## src/rtl/prog_mem_responder_pkg.sv

```systemverilog
// Shared types and constants for the program-memory responder: FSM state
// encoding and the width and saturation limit of the transaction counter.
package prog_mem_responder_pkg;

    typedef enum logic [1:0] {
        IDLE      = 2'b00,
        READ_WAIT = 2'b01,
        RELAY     = 2'b10
    } resp_state_e;

    localparam int SERVED_COUNT_BITS = 16;
    localparam logic [SERVED_COUNT_BITS-1:0] SERVED_COUNT_MAX = '1;

endpackage

```

## src/rtl/prog_mem_responder_rr_arbiter.sv

```systemverilog
// Combinational round-robin picker: returns the first asserted request found
// scanning upward from rr_ptr, wrapping past the top index.
module rr_arbiter #(
    parameter int NUM_REQ  = 4,
    parameter int PTR_BITS = (NUM_REQ > 1) ? $clog2(NUM_REQ) : 1
) (
    input  logic [NUM_REQ-1:0]  request,
    input  logic [PTR_BITS-1:0] rr_ptr,
    output logic [PTR_BITS-1:0] grant,
    output logic                any_request
);

    logic [PTR_BITS-1:0] idx;

    always_comb begin
        // NOTE: every output and temporary gets a default before the loop, so no path leaves a latch.
        idx         = '0;
        grant       = '0;
        any_request = 1'b0;
        for (int k = 0; k < NUM_REQ; k++) begin
            idx = PTR_BITS'((int'(rr_ptr) + k) % NUM_REQ);
            if (!any_request && request[idx]) begin
                any_request = 1'b1;
                grant       = idx;
            end
        end
    end

endmodule

```

## src/rtl/prog_mem_responder.sv

```systemverilog
// Arbitrates several instruction-fetch consumers onto one program memory port,
// one outstanding read at a time, relaying each returned word to its requester.
module prog_mem_responder
    import prog_mem_responder_pkg::*;
#(
    parameter int ADDR_BITS     = 8,
    parameter int DATA_BITS     = 16,
    parameter int NUM_CONSUMERS = 4
) (
    input  logic                                     clk,
    input  logic                                     reset,
    input  logic [NUM_CONSUMERS-1:0]                 consumer_read_valid,
    input  logic [NUM_CONSUMERS-1:0][ADDR_BITS-1:0]  consumer_read_address,
    output logic [NUM_CONSUMERS-1:0]                 consumer_read_ready,
    output logic [NUM_CONSUMERS-1:0][DATA_BITS-1:0]  consumer_read_data,
    output logic                                     mem_read_valid,
    output logic [ADDR_BITS-1:0]                     mem_read_address,
    input  logic                                     mem_read_ready,
    input  logic [DATA_BITS-1:0]                     mem_read_data,
    output logic                                     busy,
    output logic [SERVED_COUNT_BITS-1:0]             served_count
);

    localparam int PTR_BITS = $clog2(NUM_CONSUMERS);

    resp_state_e                   state, state_next;
    logic [PTR_BITS-1:0]           rr_ptr, rr_ptr_next;
    logic [PTR_BITS-1:0]           grant, grant_next;
    logic                          mem_valid_next;
    logic [ADDR_BITS-1:0]          mem_addr_next;
    logic [NUM_CONSUMERS-1:0]      ready_next;
    logic                          data_load;
    logic [SERVED_COUNT_BITS-1:0]  count_next;

    logic [PTR_BITS-1:0]           arb_grant;
    logic                          arb_any;

    rr_arbiter #(
        .NUM_REQ  (NUM_CONSUMERS),
        .PTR_BITS (PTR_BITS)
    ) u_rr_arbiter (
        .request     (consumer_read_valid),
        .rr_ptr      (rr_ptr),
        .grant       (arb_grant),
        .any_request (arb_any)
    );

    always_comb begin
        state_next     = state;
        rr_ptr_next    = rr_ptr;
        grant_next     = grant;
        mem_valid_next = mem_read_valid;
        mem_addr_next  = mem_read_address;
        ready_next     = consumer_read_ready;
        data_load      = 1'b0;
        count_next     = served_count;

        unique case (state)
            IDLE: begin
                if (arb_any) begin
                    grant_next     = arb_grant;
                    rr_ptr_next    = (arb_grant == PTR_BITS'(NUM_CONSUMERS - 1)) ? '0 : arb_grant + 1'b1;
                    mem_valid_next = 1'b1;
                    mem_addr_next  = consumer_read_address[arb_grant];
                    state_next     = READ_WAIT;
                end
            end
            READ_WAIT: begin
                if (mem_read_ready) begin
                    mem_valid_next    = 1'b0;
                    ready_next        = '0;
                    ready_next[grant] = 1'b1;
                    data_load         = 1'b1;
                    state_next        = RELAY;
                end
            end
            RELAY: begin
                // The consumer closes the handshake by dropping its request.
                if (!consumer_read_valid[grant]) begin
                    ready_next = '0;
                    if (served_count != SERVED_COUNT_MAX) begin
                        count_next = served_count + 1'b1;
                    end
                    state_next = IDLE;
                end
            end
            default: state_next = IDLE;
        endcase
    end

    always_ff @(posedge clk or negedge reset) begin
        if (!reset) begin
            state               <= IDLE;
            rr_ptr              <= '0;
            grant               <= '0;
            mem_read_valid      <= 1'b0;
            mem_read_address    <= '0;
            consumer_read_ready <= '0;
            // NOTE: the return-data registers are reset too, so consumers never observe stale words after reset.
            consumer_read_data  <= '0;
            served_count        <= '0;
        end else begin
            // NOTE: non-blocking assignments keep every register updating from pre-edge values.
            state               <= state_next;
            rr_ptr              <= rr_ptr_next;
            grant               <= grant_next;
            mem_read_valid      <= mem_valid_next;
            mem_read_address    <= mem_addr_next;
            consumer_read_ready <= ready_next;
            served_count        <= count_next;
            if (data_load) begin
                consumer_read_data[grant] <= mem_read_data;
            end
        end
    end

    assign busy = (state != IDLE);

endmodule

```

## config.mk

```make
export PLATFORM = sky130hd
export DESIGN_NAME = prog_mem_responder
export DESIGN_NICKNAME = d
export VERILOG_FILES = /design/src/rtl/prog_mem_responder_pkg.sv /design/src/rtl/prog_mem_responder_rr_arbiter.sv /design/src/rtl/prog_mem_responder.sv
export SDC_FILE = /design/constraint.sdc
export NUM_CORES = 1
export LEC_CHECK = 0
export ABC_AREA = 1
export CORE_AREA = 2 2 107 109
export DETAILED_ROUTE_END_ITERATION = 7
export DIE_AREA = 0 0 109 111
export GPL_ROUTABILITY_DRIVEN = 0
export PLACE_DENSITY = 0.76
export SYNTH_ARGS = -nofsm -noshare
export SYNTH_HDL_FRONTEND = slang
export SYNTH_SLANG_ARGS = --single-unit
```

## constraint.sdc

```tcl
create_clock -name clk -period 1.6 [get_ports clk]
set_input_delay 0.32 -clock clk [delete_from_list [all_inputs] [get_ports clk]]
set_output_delay 0.32 -clock clk [all_outputs]
set_load 0.1 [all_outputs]
```

; ---- Yosys cells after proc, flatten, opt, wreduce, memory -nomap -nowiden
; Index checks and enable logic that the tools add are counted.
[word_totals]
register_bits = 99
latch_bits = 0
ram_bits = 0
rom_bits = 0
in_bits = 55
out_inout_bits = 94
word_cells = 85
memories = 0
[classes]
n_addsub = 5
multipliers = 0
div_mod_pow = 0
n_lt_le_gt_ge = 7
eq_ne = 7
n_shift = 0
muxes = 38
n_bitwise = 1
n_reduce_logical = 16
[ops]
columns = op, count
row1 = bitwise mux 64 bit, 1
row2 = demux 16 bit (select 2 bit), 1
row3 = less-than comparator 2 x 3 -> 1 bit (second input constant), 6
row4 = adder 16 x 1 -> 16 bit (second input constant), 1
row5 = binary-select mux 8 bit (select 2 bit), 1
row6 = two-way mux 16 bit, 1
row7 = two-way mux 2 bit, 8
row8 = != test 16 bit (second input constant), 1
row9 = two-way mux 1 bit, 14
row10 = AND reduction 3 bit, 4
row11 = binary-select mux 1 bit (select 2 bit), 5
row12 = two-way mux 4 bit, 2
row13 = two-way mux 8 bit, 1
row14 = one-hot mux 4 bit (2 select lines), 1
row15 = != test 2 bit (second input constant), 3
row16 = one-hot mux 2 bit (3 select lines), 1
row17 = nonzero test 2 bit, 3
row18 = adder 2 x 1 -> 2 bit (second input constant), 2
row19 = adder 2 bit (second input constant), 2
row20 = equality test 2 bit (second input constant), 2
row21 = logical AND 1 bit, 4
row22 = logical NOT 1 bit, 3
row23 = demux 1 bit (select 2 bit), 1
row24 = equality test 2 x 1 -> 1 bit (second input constant), 1
row25 = 5 further kinds, 5

; ---- Longest topological paths before layout
; Gate-level depths: netlist of run 1.
[logic_depth]
word_depth = 14
mapped_depth = 15
depth_no_buf = 13

; ---- Hierarchy
; Synthesis of run 1 repeated with hierarchy kept, for this count alone.
[unflattened]
hier_cells = 602
area_unflattened_um2 = 4850.9
[by_module_without_submodules]
columns = mod, instances, cells_each, area_per_inst_um2, seq_area_each_um2
row1 = prog_mem_responder, 1, 543, 4531.8, 2477.4
row2 = rr_arbiter, 1, 59, 319.1, 0.0

; ---- Worst setup path before layout of run 1
; No wires, ideal clock.
[synth_path]
kind = register -> register
startpoint = register served_count[0]
endpoint = register served_count[1]
setup_time_ps = 126
arrival_ps = 2323
required_time_ps = 1474
path_slack_ps = -849
stages_incl_launch_ff = 8
path_buffers = 1
synth_period_minus_slack_ps = 2449
path_cell_list = dfrtp_1 -> ha_1 -> nand3_1 -> nor2_1 -> nand3_1 -> nand2_1 -> buf_2 -> mux2_2
[synth_between]
elab_chain_cells = 2
word_cells_on_any_way = 3
cone_classes = add/sub: 1 / eq/ne: 1 / reduce/logical: 1
[synth_rtl]
columns = element, line
row1 = "start, declared", prog_mem_responder.sv:21  ; output logic [SERVED_COUNT_BITS-1:0] served_count
row2 = "start signal, assigned", prog_mem_responder.sv:110  ; served_count <= count_next;
row3 = branches (longest 2 deep; another with adder 16 x 1 -> 16 bit), -
; Several ways; the timed one is not identified.
; A chain may end at the register's enable or synchronous reset.

; ---- Final worst setup path of run 1
[layout_path]
startpoint = register rr_ptr[0]
endpoint = register rr_ptr[1]
[layout_between]
elab_chain_cells = 14
word_cells_on_any_way = 29
cone_classes = add/sub: 4 / eq/ne: 1 / mux: 17 / reduce/logical: 7
[layout_rtl]
columns = element, line
row1 = "start, declared", prog_mem_responder.sv:27  ; logic [PTR_BITS-1:0] rr_ptr, rr_ptr_next;
row2 = "start signal, assigned", prog_mem_responder.sv:105  ; rr_ptr <= rr_ptr_next;
row3 = branches (longest 14 deep; another with adder 2 x 1 -> 2 bit), -
; Several ways; the timed one is not identified. The select of a mux whose other input is x is not followed.

==> results.toml, run 1 <==
[outcome]
status = "finished, violations left"
violations = "setup timing"

[drt]
via_per_inst = 5.30
drt_iter0_markers = 266
drc = 0
dr.pass1.iters = 5
drtAntennaViolNets = 0
num_vias = 4593
postRouteWirelength_mm = 15.9
wl_per_cell_um = 18.3

[global_routing]
grt_pass1_vias = 4876
grt_max_degree = 39
grt.busiest_layer = "met2"
grt_overflow = 0
antenna_found_initial = 0
grtUsageMet1 = 0.286
track_usage = 0.255
use_met3 = 0.0835
use_met2 = 0.442
grt_pass1_wl_mm = 24.1

[final_layout]
syn_to_final_growth_pct = 93.5
fin_nets = 775
multi_input_area_um2 = 2410
final-seq-area_um2 = 2520
num_antenna_cells = 0
fin_cells = 867
layout-drive-gt1-share = 0.460
fillerInstances = 611

[placement]
dpl.hpwl_mm = 10.4
io_buffers = 148
dp.cells = 828

[critical_path]
max_stage_delay_ns = 0.41
cp_common_cell = "nand2_4"
worstPathMaxFanout = 8
r2r_setup_slack_ns = -0.34
critical_path_class = "flop to flop"
crit_path_end_kind = "flop"
cp.arrival_ns = 2.18
crit_slowest_cell = "dfrtp_2"
required_ns = 1.83
crit_buf_inv = 3
startpoint_type = "flop"
cp_cell_sequence = "buf_12 -> inv_6 -> nand2_4 -> nand2_4 -> nand2_2 -> nand2_2 -> nand2_4 -> nand2_4 -> nand2_8 -> buf_6 -> nand3_4 -> nor2_4 -> nand2_1 -> o211ai_1"
cp_top_family = "simple AND/OR/NAND/NOR gates"

[clock_network]
clk_latency_ns = 0.34
cts_sinks = 99
cts_tree = "built"
htree_levels = 3
clockBufferDepth = 2
cts_buffers = 9
cts-root-buf = "clkbuf_16"
path_clk_slew_ns = 0.07

[floorplanning]
num_rows = 39
start_util = 0.410
io_pins = 149
dieArea_um2 = 12100
die_x_um = 109
die_h_um = 111
coreArea_um2 = 11100

[logic_synthesis]
yosysTopAreaCellShare = 0.546
synth_most_common_cell = "nand2_1"
yosysUniqueCellTypes = 30
synthArstFlopShare = 1.00
synth-main-ff-cell = "dfrtp_1"
yosysSeqAreaShare = 0.546
yosys_warnings = 0
synth_cells = 502
yosysTopAreaCell = "dfrtp_1"
synth.top_cells.by_area = "dfrtp_1, nand2_1, mux2_2"
synth_area_um2 = 4540
synth_fp_nets = 558
synth_edf_count = 0
synth_common_cells = "nand2_1, dfrtp_1, nand3_1"
ys_ff_latch = 99
avgSynthCellArea_um2 = 9.04

[timing]
period_minus_slack_ns = 1.94
finalHoldViolCount = 0
fin_hold_ws_ns = 0.463
setup_viol = 29
worst_pin_slew_ns = 0.435
setup_ws_ns = -0.345
fmax_ghz = 0.514
finalCritPeriodShare = 1.22
relSlewSlack = 0.710
rsz0062_at_grt = "yes"
skew_ns = 0.00757
finalMaxSlewViolations = 0

[worst_hold_path]
hold_class = "input pin to async pin"

[run]
maxCapViolCount = 0
[flip-flops by register name, summed over array words and instances (netlist names)]
register,flops
consumer_read_data,64
consumer_read_ready,4
grant,2
mem_read_address,8
mem_read_valid,1
rr_ptr,2
served_count,16
state,2
[path summary, 6_finish.rpt]
kind	end	cells after the start	startpoint
setup / recovery	rr_ptr[1]	14	rr_ptr[0]
max in group asynchronous	consumer_read_data[51]	3	reset
setup reg to reg	rr_ptr[1]	14	rr_ptr[0]
hold reg to reg	served_count[4]	1	served_count[4]
hold / removal	served_count[4]	2	reset
min in group clk	served_count[4]	1	served_count[4]
[through the flow]
stage | area (um^2) | setup WS, ns | util | TNS (ns)
floorplan | 4710 | -0.245 | - | -2.51
global placement | 7690 | -0.514 | 0.694 | -17.09
detailed placement | 7690 | -0.595 | 0.694 | -20.29
CTS | 8430 | -0.170 | 0.761 | -2.36
global route | 8780 | -0.417 | 0.792 | -7.23
finish | 8780 | -0.345 | 0.792 | -5.36
[kinds of logic after synthesis]
family | after synthesis | share of synthesized area
AOI/OAI and AO/OA | 31 | 0.0372
and+or+nand+nor | 278 | 0.269
xor gates and xnor gates | 13 | 0.0251
buffers and inverters | 51 | 0.0483
DFF | 99 | 0.546
adders and majority gates | 1 | 0.00276
muxes | 29 | 0.0720
[metal layers]
layer | up-vias | share of wire
li1 | 2090 | -
met1 | 2277 | 0.36
met2 | 185 | 0.52
met3 | 41 | 0.083
met4 | 0 | 0.029
met5 | - | 0
[cell type report]
type                            count  area share
Clock buffer                        9      0.0257
Clock inverter                      7      0.0107
Inverter                           33      0.0170
Multi-Input combinational cell    354       0.275
Sequential cell                    99       0.287
Tap cell                          143      0.0204
Timing Repair Buffer              221       0.363
Timing Repair inverter              1    0.000998
[repair_timing]
action,in CTS,in global routing
hold buffers,1,0
endpoints found under the hold margin,24,0
resized for setup,56,75
setup endpoints to repair,29,62
gates cloned,4,0
pin swaps,26,30
buffers inserted,12,7
[placed cells by master, fill, tap and decap left out, drive strengths merged]
master	count
buf	167
dlygate4sd3	1
ha	1
mux2	29
dfrtp	99
clkinv	2
xnor2	3
inv	37
dlymetal6s2s	1
o31ai	1
nand4	20
nor4	3
a22oi	1
clkdlybuf4s50	52
nand3	45
xor2	10
clkinvlp	1
o22ai	1
a31oi	2
o21ai	19
nor3	7
nand2	179
clkbuf	9
o211ai	1
a21oi	5
o21bai	1
bufinv	1
nor2	26
[worst register-to-register path, stage by stage (launching register included)]
cell and delay, ns:
dfrtp_2 0.41, buf_12 0.16, inv_6 0.06, nand2_4 0.08, nand2_4 0.07, nand2_2 0.08, nand2_2 0.08, nand2_4 0.10
nand2_4 0.07, nand2_8 0.12, buf_6 0.11, nand3_4 0.15, nor2_4 0.17, nand2_1 0.07, o211ai_1 0.12
Power of run 1 is left out: the tool's default activity adds up to more than one toggle a clock period on the data nets, which glitch-free logic cannot reach.
==> run 2: changes to the inputs <==
--- a/config.mk
+++ b/config.mk
@@ -6,11 +6,11 @@
 export NUM_CORES = 1
 export LEC_CHECK = 0
 export ABC_AREA = 1
-export CORE_AREA = 2 2 107 109
+export CORE_AREA = 2 2 99 101
 export DETAILED_ROUTE_END_ITERATION = 7
-export DIE_AREA = 0 0 109 111
+export DIE_AREA = 0 0 101 103
 export GPL_ROUTABILITY_DRIVEN = 0
-export PLACE_DENSITY = 0.76
+export PLACE_DENSITY = 0.84
 export SYNTH_ARGS = -nofsm -noshare
 export SYNTH_HDL_FRONTEND = slang
 export SYNTH_SLANG_ARGS = --single-unit
==> constraint.sdc (replaced) <==
create_clock -name clk -period 2.4 [get_ports clk]
set_input_delay 0.48 -clock clk [delete_from_list [all_inputs] [get_ports clk]]
set_output_delay 0.48 -clock clk [all_outputs]
set_load 0.1 [all_outputs]
==> run 2 against run 1 <==
- utilization down 14 points
- the run now ends clean
- clock skew up 0.0045 ns
- critical path depth down 4
- highest routed layer unchanged
- maximum frequency up 0.49%
- wire length down 26%
- critical endpoint is now served_count[9]
==> results.toml, run 2 (synthesis gave the netlist of run 1 again) <==
[final_layout]
fin_nets = 714
largestRegisters = "consumer_read_data (64), served_count (16), mem_read_address (8)"
layout-drive-gt1-share = 0.259
post-route-util = 0.649
regMostFlops = "consumer_read_data"
mostFrequentLayoutCell = "nand2_1"
num_antenna_cells = 0
largest_reg_flops = 64
stdcell_area_um2 = 6140
layout_common_cells = "nand2_1, buf_4, dfrtp_1, clkdlybuf4s50_1, nand3_1"
syn_to_final_growth_pct = 35.4

[timing]
skew_ns = 0.0121
fmax_ghz = 0.517
rsz0062_at_grt = "no"
finalMaxSlewViolations = 0
period_minus_slack_ns = 1.94
finalCritPeriodShare = 0.806
relSlewSlack = 0.511
worst_pin_slew_ns = 0.734
tns_ns = 0
setup_viol = 0
finalHoldViolCount = 0

[worst_hold_path]
hold_class = "input pin to async pin"

[drt]
via_per_inst = 5.25
drtAntennaViolNets = 0
postRouteWirelength_mm = 11.7
wl_per_cell_um = 15.1
drt_iter0_markers = 177
dr.pass1.iters = 4
num_vias = 4076
drc = 0

[critical_path]
r2r_setup_slack_ns = 0.46
startpoint_type = "flop"
crit_path_end_kind = "flop"
startpoint = "grant[0]"
required_ns = 2.64
r2r_start = "grant[0]"
critical_path_class = "flop to flop"
worstPathMaxFanout = 4
r2r-end = "served_count[9]"
crit_slowest_cell = "dfrtp_1"
reg2reg_depth = 10
cp_cell_sequence = "inv_1 -> nor2_1 -> a22oi_1 -> nand2_1 -> nor2_1 -> nand2_1 -> nor2_1 -> nand3_1 -> o21ai_0 -> nand2_1"
cp.arrival_ns = 2.18
max_stage_delay_ns = 0.41

[placement]
place_area_um2 = 5960
dpl.hpwl_mm = 8.55
io_buffers = 148

[clock_network]
cts.repair.resized = 0
clockBufferDepth = 2
path_clk_slew_ns = 0.10
htree_levels = 3
cts_setup_buffers = 0
cts_sinks = 99
cts_hold_buf = 0
cts_buffers = 9
clk_latency_ns = 0.35
cts-root-buf = "clkbuf_8"
cts_tree = "built"

[floorplanning]
die_h_um = 103
start_util = 0.480
num_rows = 36
dieArea_um2 = 10400
die_x_um = 101
coreArea_um2 = 9460
io_pins = 149

[global_routing]
grt_max_degree = 58
antenna_found_initial = 0
grt_overflow = 0
track_usage = 0.231
grt_pass1_wl_mm = 19.2
grt_pass1_vias = 3987

[run]
maxCapViolCount = 0

[outcome]
status = "completed"
run 2: changes by cell type in the layout (fill, tap and decap cells not counted), sizes merged:
cell           before  now
dlymetal6s2s        1    0
dlygate4sd3         1    0
nand3              45   43
clkdlybuf4s50      52   53
clkinvlp            1    0
clkbuf              9   10
bufinv              1    0
buf               167  110
run 2: worst max-delay path: cells and delay by family, from the launching register on:
family                 cells  cell delay (ns)
AO/OA/AOI/OAI              2             0.41
buffers and inverters      1             0.13
flip-flops                 1             0.41
AND/OR/NAND/NOR            7             0.88
run 2: metrics by stage:
stage	hold WS [ns]	instances	setup slack (ns)
after detailed placement	0.464	761	0.138
after floorplan	0.184	502	0.0708
after global placement	0.457	761	0.226
after CTS	0.203	777	0.480
after global routing	0.220	777	0.220
final	0.175	777	0.465
run 2: final cells by class:
class                           count  area [um^2]
Clock inverter                      6         55.1
Fill cell                         801         3320
Sequential cell                    99         2480
Multi-Input combinational cell    352         1840
Tap cell                          114          143
Inverter                           33          126
Clock buffer                       10          128
Timing Repair Buffer              163         1370
run 2: worst max path at each step:
stage | to | cells after the start
6_report | served_count[9] | 10
5_1_grt | mem_read_address[6] | 11
4_1_cts | mem_read_address[3] | 12
3_5_place_dp | mem_read_address[3] | 12
3_3_place_gp | rr_ptr[1] | 11
2_1_floorplan | served_count[11] | 6
run 2: layer usage:
layer  GRT usage  wire (um)
met1       0.309       5130
met2       0.382       5760
met3      0.0434        709
met4      0.0811        154
met5           0          0
Power of run 2 is left out for the same reason.
